`config.mk`:
```
export PLATFORM = sky130hd
export DESIGN_NAME = adc_sample_packer
export DESIGN_NICKNAME = d
export VERILOG_FILES = /design/src/rtl/adc_sample_packer.sv
export SDC_FILE = /design/constraint.sdc
export NUM_CORES = 1
export LEC_CHECK = 0
export ABC_AREA = 1
export CAP_MARGIN = 10
export CORE_ASPECT_RATIO = 1.5
export CORE_MARGIN = 3
export CORE_UTILIZATION = 50
export DETAILED_ROUTE_END_ITERATION = 7
export GPL_ROUTABILITY_DRIVEN = 0
export GPL_TIMING_DRIVEN = 0
export HOLD_SLACK_MARGIN = 0.15
export PLACE_DENSITY = 0.84
export SYNTH_ARGS = -nofsm -noshare
export SYNTH_HDL_FRONTEND = slang
export SYNTH_SLANG_ARGS = --single-unit
```
`constraint.sdc`:
```
create_clock -name clk_i -period 7.9 [get_ports clk_i]
set_clock_uncertainty 0.2 [all_clocks]
set_input_delay 2.37 -clock clk_i [delete_from_list [all_inputs] [get_ports clk_i]]
set_output_delay 2.37 -clock clk_i [all_outputs]
set_load 0.1 [all_outputs]
```
`src/rtl/adc_sample_packer.sv`:
```
// Capture control plus narrow-to-wide packing ahead of the ADC streaming stage.
// Beats fill lanes LSB-first; a full word is strobed out one cycle after its last beat.
module adc_sample_packer #(
    parameter int IN_DWIDTH  = 64,
    parameter int ADC_DWIDTH = 256
) (
    input  logic                  clk_i,
    input  logic                  reset_i,
    input  logic [IN_DWIDTH-1:0]  sample_data_i,
    input  logic                  sample_valid_i,
    input  logic                  capture_start_i,
    input  logic                  capture_stop_i,
    input  logic                  trig_mode_i,
    input  logic                  trigger_i,
    output logic                  adc_capture_en_o,
    output logic [ADC_DWIDTH-1:0] adc_data_o,
    output logic                  adc_data_valid_o,
    output logic [31:0]           word_count_o,
    output logic [1:0]            state_o
);
    localparam int R  = ADC_DWIDTH / IN_DWIDTH;
    localparam int LW = $clog2(R);

    localparam logic [1:0] ST_IDLE  = 2'd0;
    localparam logic [1:0] ST_ARMED = 2'd1;
    localparam logic [1:0] ST_RUN   = 2'd2;

    logic [1:0]            state_q, state_d;
    logic                  trig_q, trig_d;
    logic [LW-1:0]         lane_cnt_q, lane_cnt_d;
    logic [31:0]           word_count_q, word_count_d;
    logic                  data_valid_q, data_valid_d;
    logic [ADC_DWIDTH-1:0] shadow_q, shadow_d;
    logic [ADC_DWIDTH-1:0] adc_data_q, adc_data_d;

    logic trig_edge;
    logic start_clr;
    logic accept;
    logic word_done;

    always_comb begin
        trig_edge = trigger_i & ~trig_q;
        trig_d    = trigger_i;
        state_d   = state_q;
        case (state_q)
            ST_IDLE: begin
                if (capture_start_i && !capture_stop_i)
                    state_d = trig_mode_i ? ST_ARMED : ST_RUN;
            end
            ST_ARMED: begin
                if (capture_stop_i)
                    state_d = ST_IDLE;
                else if (trig_edge)
                    state_d = ST_RUN;
            end
            ST_RUN: begin
                if (capture_stop_i)
                    state_d = ST_IDLE;
            end
            default: state_d = ST_IDLE;
        endcase
    end

    // Stop in the same cycle as a beat kills the beat, and any partial word with it.
    always_comb begin
        start_clr = (state_q == ST_IDLE) && capture_start_i && !capture_stop_i;
        accept    = (state_q == ST_RUN) && sample_valid_i && !capture_stop_i;
        word_done = accept && (lane_cnt_q == LW'(R - 1));

        lane_cnt_d = lane_cnt_q;
        if (start_clr || capture_stop_i)
            lane_cnt_d = '0;
        else if (accept)
            lane_cnt_d = lane_cnt_q + LW'(1);

        word_count_d = word_count_q;
        if (start_clr)
            word_count_d = '0;
        else if (word_done && word_count_q != 32'hFFFF_FFFF)
            word_count_d = word_count_q + 32'd1;

        data_valid_d = word_done;
    end

    // Data path: shadow_d already holds the current beat, so the completed word is shadow_d.
    always_comb begin
        shadow_d = shadow_q;
        for (int l = 0; l < R; l++) begin
            if (accept && lane_cnt_q == LW'(l))
                shadow_d[l*IN_DWIDTH +: IN_DWIDTH] = sample_data_i;
        end
        adc_data_d = adc_data_q;
        if (word_done)
            adc_data_d = shadow_d;
    end

    always_ff @(posedge clk_i) begin
        if (reset_i) begin
            state_q      <= ST_IDLE;
            trig_q       <= 1'b0;
            lane_cnt_q   <= '0;
            word_count_q <= '0;
            data_valid_q <= 1'b0;
        end else begin
            state_q      <= state_d;
            trig_q       <= trig_d;
            lane_cnt_q   <= lane_cnt_d;
            word_count_q <= word_count_d;
            data_valid_q <= data_valid_d;
        end
    end

    always_ff @(posedge clk_i) begin
        shadow_q   <= shadow_d;
        adc_data_q <= adc_data_d;
    end

    assign adc_capture_en_o = (state_q == ST_RUN);
    assign adc_data_o       = adc_data_q;
    assign adc_data_valid_o = data_valid_q;
    assign word_count_o     = word_count_q;
    assign state_o          = state_q;
endmodule

```
==> results.txt, run 1 <==
- After detailed routing, the number of vias per cell comes to 5.27.
- Maximum count of clock buffers along a single path: 3
* Part of the total power dissipated in the clock network: about two fifths
- The worst register-to-register path has a setup slack of around 5400 ps.
- Path class of the lowest-slack min-delay path: reg2reg
- The worst pin sits at a relative slew slack of 28.7%.
* Largest vdd supply drop: around 0.19 mV
* Post-Synthesis Cells: 1506
- Depth of the CTS H-tree: 2
* Synth Net Count: approximately 1600
- Sort of element at the end of the critical path: primary output
- The worst setup path is launched from a flop.
- Largest area contributor in the netlist: sky130_fd_sc_hd__edfxtp_1
- For this design, the slowest cell found on the critical path is sky130_fd_sc_hd__clkdlybuf4s50_1.
- The post-route netlist has under 10% of its cells at a drive strength greater than 1.
* Chain of cells forming the critical path: inv_1 > nor2_1 > clkdlybuf4s50_1
* Reported max-cap violation count: 0
- Global routing used around 25% of the available tracks.
* Port Buf Inserts: 362
- STA puts the critical path data required time at between 5000 and 6000 ps.
* Overflow left after global routing: 0
* Final hold violation count: 0
- Maximum number of pins on one net before global-route repair: 132
- The Yosys step of the flow raised 0 warnings.
- HPWL after detailed placement: between 30 and 40 mm
* Maximum fanout along the worst path: 5
- Of the total power, combinational logic draws 4.5%.
* Root buffer selected by CTS: sky130_fd_sc_hd__clkbuf_16
* Initial antenna violation count: 2
- Sequential cells account for 53.6% of the total power.
* CP Depth: 3
- In this design, the stage delay of the slowest critical-path cell is about 1200 ps.
- Cts-stage hold buffer count: 0
- 363 I/O pins were placed.
* Worst path top cell family by delay: buffers and inverters
- Synth Register Bits: 550
- Min-Delay Endpoint: shadow_q[235]
- Data on the critical path arrives at its endpoint at between 2000 and 2500 ps.
- Sw frac: a little over a fifth
* Clock latency at the later pin of the worst-skew pair: 570 ps
- Internal power comes to 4.68 mW.
* Setup_tns: 0 ps
- Violation count after the first detailed-routing iteration: ~980
* Core outline area: about 35000 um^2
* Final count of pins violating max slew: 0
* Clock tree from TritonCTS: done
- Area of the die: about 38000 um^2
- The worst register-to-register path ends at word_count_o[28].
- Net switching component of the power: approximately 1.3 mW
* Total wire length after detailed routing: between 40 and 50 mm
- Average cell area after synthesis: about 12 um^2
* Die Width: about 160 um
- Fraction of the cycle the final worst path needs: between 60% and 70%
* Top cells by area, synth: sky130_fd_sc_hd__edfxtp_1 43%, sky130_fd_sc_hd__dfxtp_1 33%, sky130_fd_sc_hd__nand2_1 7.3%
* CP Class: reg2out
- Setup Buffers After CTS: 0
* Cell count of the worst hold path: 2
- In the final routed layout, each cell accounts on average for approximately 20 um.
- The worst register-to-register path has a depth of 10.
- Beginning of the worst register-to-register path: lane_cnt_q[0]
- The initial utilization of the core area, before any placement, comes to between 50 and 60%.
- Number of endpoints failing setup at the final stage: 0
* Worst-margin pin slew: between 1000 and 1500 ps
- Post-synthesis to final-layout area growth: 33.2%
* Via count of the first global-routing pass: between 10000 and 15000
* Number of distinct library cells after synthesis: 27
- Diodes inserted: 0
- Post-synthesis instance area: around 18000 um^2
* Leakage Power: about 9 nW
- Total power divided by cell area: about 250 nW/um^2
* Worst-case hold slack: roughly 270 ps
- Summed over its instances, the top area cell type makes up 42.7% of the synthesized netlist area.
- Clock-pin slew was measured on the worst setup and hold paths at 60 ps.
- First-pass GRT wire length: around 75 mm
* Min-delay src: shadow_q[235]
- The number of gates resized after CTS was 0.
* Die extent in y: approximately 240 um
- CTS saw 550 sinks.
* Number of nets with antenna violations after detailed routing: 0
* Status: finished, final reports clean
* Number of DRC violations after detailed routing: 0
- DR pass1 iterations: 5
* Max frequency: 0.199 GHz
* Rows: between 80 and 90
- After the last flow step, the layout net total stands at around 2000.
- Together, buffers and inverters on the worst path number 2.
* Number of CTS-inserted buffers: between 40 and 50
- Unrepaired setup endpoints after global routing: false
- The clock period could shrink to ~5000 ps.
- Via count: 12800
* Part of the Yosys area used for sequential elements: 75.5%
[routing by layer]
metal	up-vias	global-route usage, %	share of wire (%)
met4	4	8.84	3.3
met5	-	0	0.048
met1	6163	26.9	35
met2	653	49.0	55
li1	5889	-	-
met3	109	4.83	6.5
[cell type report]
cell class	instances	area (um^2)
plain buffers	64	403
clock buffers	53	1220
clock inverters	35	473
fillers	2454	11400
inverters	94	353
multi-input cells	798	3660
flip-flops and latches	550	13600
well taps	473	592
repair buffers	364	3680
[cells by family (layout without fill, tap and decap cells)]
logic type / after synthesis / in the layout / share of synthesized area [%]
AO/OA/AOI/OAI: 295 / 295 / 8.25
XOR/XNOR: 3 / 3 / 0.146
adder cells (fa/ha/maj): 5 / 5 / 0.348
buffers and inverters: 158 / 610 / 4.18
flip-flops: 550 / 550 / 75.5
AND/OR/NAND/NOR: 495 / 495 / 11.6
[worst max-delay path by stage]
stage / start / to / slack, ps
after CTS: state_o[1] / adc_capture_en_o / 2840
final: state_o[1] / adc_capture_en_o / 2880
after global placement: capture_stop_i / word_count_o[30] / 1740
after global routing: state_o[1] / adc_capture_en_o / 2780
after floorplan: state_o[1] / adc_capture_en_o / 2840
after detailed placement: capture_stop_i / word_count_o[30] / 2910
[placed cells by master, fill, tap and decap left out, types with 5 or more instances in the layout]
cell type	Yosys	final
sky130_fd_sc_hd__a21oi_1	33	33
sky130_fd_sc_hd__buf_2	43	43
sky130_fd_sc_hd__buf_6	13	12
sky130_fd_sc_hd__bufinv_16	0	9
sky130_fd_sc_hd__clkbuf_1	6	10
sky130_fd_sc_hd__clkbuf_16	0	47
sky130_fd_sc_hd__clkdlybuf4s50_1	0	362
sky130_fd_sc_hd__clkinv_2	0	12
sky130_fd_sc_hd__dfxtp_1	294	294
sky130_fd_sc_hd__edfxtp_1	256	256
sky130_fd_sc_hd__ha_1	5	5
sky130_fd_sc_hd__inv_1	91	91
sky130_fd_sc_hd__nand2_1	348	348
sky130_fd_sc_hd__nand2_2	6	6
sky130_fd_sc_hd__nand3_1	27	27
sky130_fd_sc_hd__nand3_2	10	10
sky130_fd_sc_hd__nand4_1	8	8
sky130_fd_sc_hd__nor2_1	77	77
sky130_fd_sc_hd__nor2_2	11	11
sky130_fd_sc_hd__o21ai_0	173	173
sky130_fd_sc_hd__o21ai_1	86	86
[power groups by stage]
stage	registers (mW)	logic, mW	clock network (mW)
3_5_place_dp	3.25	0.255	0
3_3_place_gp	3.24	0.235	0
5_1_grt	3.20	0.302	2.62
2_1_floorplan	3.24	0.155	0
4_1_cts	3.19	0.268	2.51
6_report	3.19	0.270	2.49
[flip-flops by register name (all words and copies together) (netlist names)]
signal,flops
adc_data_o,256
shadow_q,256
lane_cnt_q,2
state_o,2
trig_q,1
adc_data_valid_o,1
word_count_o,32
[stage by stage]
step                power, mW  util, %  cells  instance area (um^2)  setup slack, ps
CTS                      5.97     67.8   2431                 24000             2840
detailed placement       3.50     63.0   2343                 22300             2910
global placement         3.47     62.9   2341                 22200             1740
global route             6.12     67.8   2431                 24000             2780
floorplan                3.39        -   1506                 18000             2840
finish                   5.95     67.8   2431                 24000             2880
[tightest hold or removal path, stage by stage, from the launching register on]
cell and delay [ps]:
sky130_fd_sc_hd__dfxtp_1 300, sky130_fd_sc_hd__nand2_1 50, sky130_fd_sc_hd__o21ai_1 60
[synth_stat cells]
cell	instances
sky130_fd_sc_hd__nand2_1	348
sky130_fd_sc_hd__dfxtp_1	294
sky130_fd_sc_hd__edfxtp_1	256
sky130_fd_sc_hd__o21ai_0	173
sky130_fd_sc_hd__inv_1	91
sky130_fd_sc_hd__o21ai_1	86
sky130_fd_sc_hd__nor2_1	77
sky130_fd_sc_hd__buf_2	43
sky130_fd_sc_hd__a21oi_1	33
sky130_fd_sc_hd__nand3_1	27
sky130_fd_sc_hd__buf_6	13
sky130_fd_sc_hd__nor2_2	11
sky130_fd_sc_hd__nand3_2	10
sky130_fd_sc_hd__nand4_1	8
sky130_fd_sc_hd__clkbuf_1	6
sky130_fd_sc_hd__nand2_2	6
sky130_fd_sc_hd__ha_1	5
sky130_fd_sc_hd__nor2_4	4
sky130_fd_sc_hd__inv_2	3
sky130_fd_sc_hd__xor2_1	3
sky130_fd_sc_hd__buf_4	2
sky130_fd_sc_hd__nand3_4	2
sky130_fd_sc_hd__a21oi_2	1
sky130_fd_sc_hd__a31oi_1	1
sky130_fd_sc_hd__nand3b_1	1
sky130_fd_sc_hd__nor3_4	1
sky130_fd_sc_hd__o31ai_1	1
Power figures use the tool's default switching activity.
==> run 2: changes to the inputs <==
CORE_UTILIZATION = 46   (was 50)
PLACE_DENSITY = 0.81   (was 0.84)
clock period = 4.21 ns   (was 7.9 ns; I/O delays follow)
==> results.txt, run 2 (synthesis results as in run 1) <==
* Maximum number of pins on one net before global-route repair: between 100 and 150
- Core outline area: around 39000 um^2
- Die extent in y: roughly 250 um
- Cell with the biggest individual delay on the critical path: sky130_fd_sc_hd__clkdlybuf4s50_1
- Dividing the detail-routed wire length by the instance count gives around 20 um.
- STA classifies the critical path startpoint as a flop.
- Met2 routed wirelength: about 26 mm
- Summing over every cut layer, the via total after detailed routing is between 10000 and 15000.
- After the flow finishes, the layout carries non-filler instances totaling approximately 2500.
* Number of DRC violations after detailed routing: 0
- Hold repair after CTS inserted 0 buffers.
- Maximum fanout along the worst path: 5
* Wire length the detailed router placed on met1: between 15 and 20 mm
- Final total power: 11.1 mW
- Number of CTS-inserted buffers: between 40 and 50
- Once detail routing completed, the nets flagged for antenna violations numbered 0.
- HPWL after detailed placement: 33.7 mm
- Die Width: 167 um
* Status: finished, final reports clean
- Clock slew seen by the registers of the worst setup and hold paths: about 70 ps
- The tool flagged a number of max-cap violations equal to 0.
- Worst path top cell family by delay: buffers and inverters
- Timing would allow up to ~0.26 GHz.
* # IOs: around 360
- 0 antenna diodes ended up in the layout.
- Leading cell types in the layout, fill and taps excluded: 362 x sky130_fd_sc_hd__clkdlybuf4s50_1, 348 x sky130_fd_sc_hd__nand2_1, 294 x sky130_fd_sc_hd__dfxtp_1
* Number of endpoints failing setup at the final stage: 0
* Violation count after the first detailed-routing iteration: 1332
* DR pass1 iterations: 6
- Together, buffers and inverters on the worst path number 2.
- In this run the worst hold path is classified as reg2reg.
- Met3 WL: 3.54 mm
- At the placement stage, the worst setup path has a slack of -311 ps.
* Final count of pins violating max slew: 0
- Worst-margin pin slew: 1100 ps
- Fraction of the cycle the final worst path needs: about 90%
- Port Buf Inserts: roughly 360
- After detailed placement, the design holds a cell count of about 2400.
- Global routing finished with a remaining overflow of 0.
- The first global-routing pass estimated about 73 mm of wire.
- Required time at the endpoint of the critical path: about 2800 ps
* Setup Buffers After CTS: 0
* Fraction of layout cells with a size suffix above 1: 9.14%
* Clock tree from TritonCTS: done
* Chain of cells forming the critical path: inv_1 > nor2_1 > clkdlybuf4s50_1
- Initial antenna violation count: 3
- Worst-case hold slack: around 270 ps
- At the end of the flow, the number of nets in the layout was between 1500 and 2000.
* CP Class: reg2out
- The library cell used most frequently in the layout, excluding fill and tap cells, is sky130_fd_sc_hd__clkdlybuf4s50_1.
* Leakage Power: 8.80 nW
- The longest clock path from root to sink contains 3 buffers.
- STA classifies the critical path endpoint as a primary output.
- Area of the die: 41600 um^2
- Root buffer selected by CTS: sky130_fd_sc_hd__clkbuf_16
* Delay contributed by the slowest stage of the critical path: about 1200 ps
- The highest layer touched by signal routing is met5.
- Fill count: 2896
- All-Layer GR Usage: 22.6%
* TritonCTS Sinks: 550
- Dividing total power by cell area gives a power density of 463 nW/um^2.
- Unrepaired setup endpoints after global routing: false
- Post-route setup slack: roughly 320 ps
- Post-CTS Resized: 0
* Final hold violation count: 0
- Cells fill between 60% and 70% of the core in the end.
- After floorplanning, the core was divided into 88 placement rows.
* Post-synthesis to final-layout area growth: 33.1%
* Largest vdd supply drop: roughly 0.34 mV
* Via/cell ratio: around 5.2
* Via count of the first global-routing pass: 12700
* Total wire length after detailed routing: 48.8 mm
- Worst relative slew slack: a little over a quarter
- Clock latency at the later pin of the worst-skew pair: approximately 560 ps
* Depth of the CTS H-tree: 2
- Once the floorplan was initialized, standard cells occupied 46.7% of the core.
- Data on the critical path arrives at its endpoint at 2430 ps.
- Post-route minimum period: 3890 ps
-- run 2: through the flow --
stage                     setup TNS [ps]  area [um^2]
after floorplan                        0        18000
after global placement           -135610        22200
after detailed placement           -9200        22300
after CTS                              0        23900
after global routing                   0        23900
final                                  0        23900
-- run 2: report_power, final --
group | internal (mW) | leakage, nW | switching [mW]
clock | 2.63 | 0.805 | 1.97
sequential | 5.90 | 4.92 | 0.0839
combinational | 0.191 | 3.08 | 0.305
total | 8.72 | 8.80 | 2.36
-- run 2: tightest hold or removal path, cell delays in order (launching register included) --
cell and delay (ps):
sky130_fd_sc_hd__dfxtp_1 300, sky130_fd_sc_hd__nand2_1 50, sky130_fd_sc_hd__o21ai_1 60
-- run 2: worst paths after layout --
kind,from,to,slack (ps),cells past startpoint
worst max-delay path,state_o[1],adc_capture_en_o,320,3
worst min register to register,shadow_q[170],shadow_q[170],270,2
worst max register to register,lane_cnt_q[1],word_count_o[22],1110,11
worst min-delay path,shadow_q[170],shadow_q[170],270,2
-- run 2: area by class of cell --
class                   instances  area [um^2]  area share [%]
plain buffers                  64          403            1.68
clock buffers                  52         1230            5.12
clock inverters                36          432            1.80
inverters                      94          353            1.47
multi-input cells             798         3660            15.3
flip-flops and latches        550        13600            56.7
well taps                     495          619            2.59
repair buffers                364         3680            15.4
-- run 2: per-layer routing --
metal | GRT usage, % | vias up
li1 | - | 5903
met1 | 25.6 | 6050
met2 | 41.7 | 615
met3 | 4.89 | 107
met4 | 8.57 | 4
met5 | 0 | -
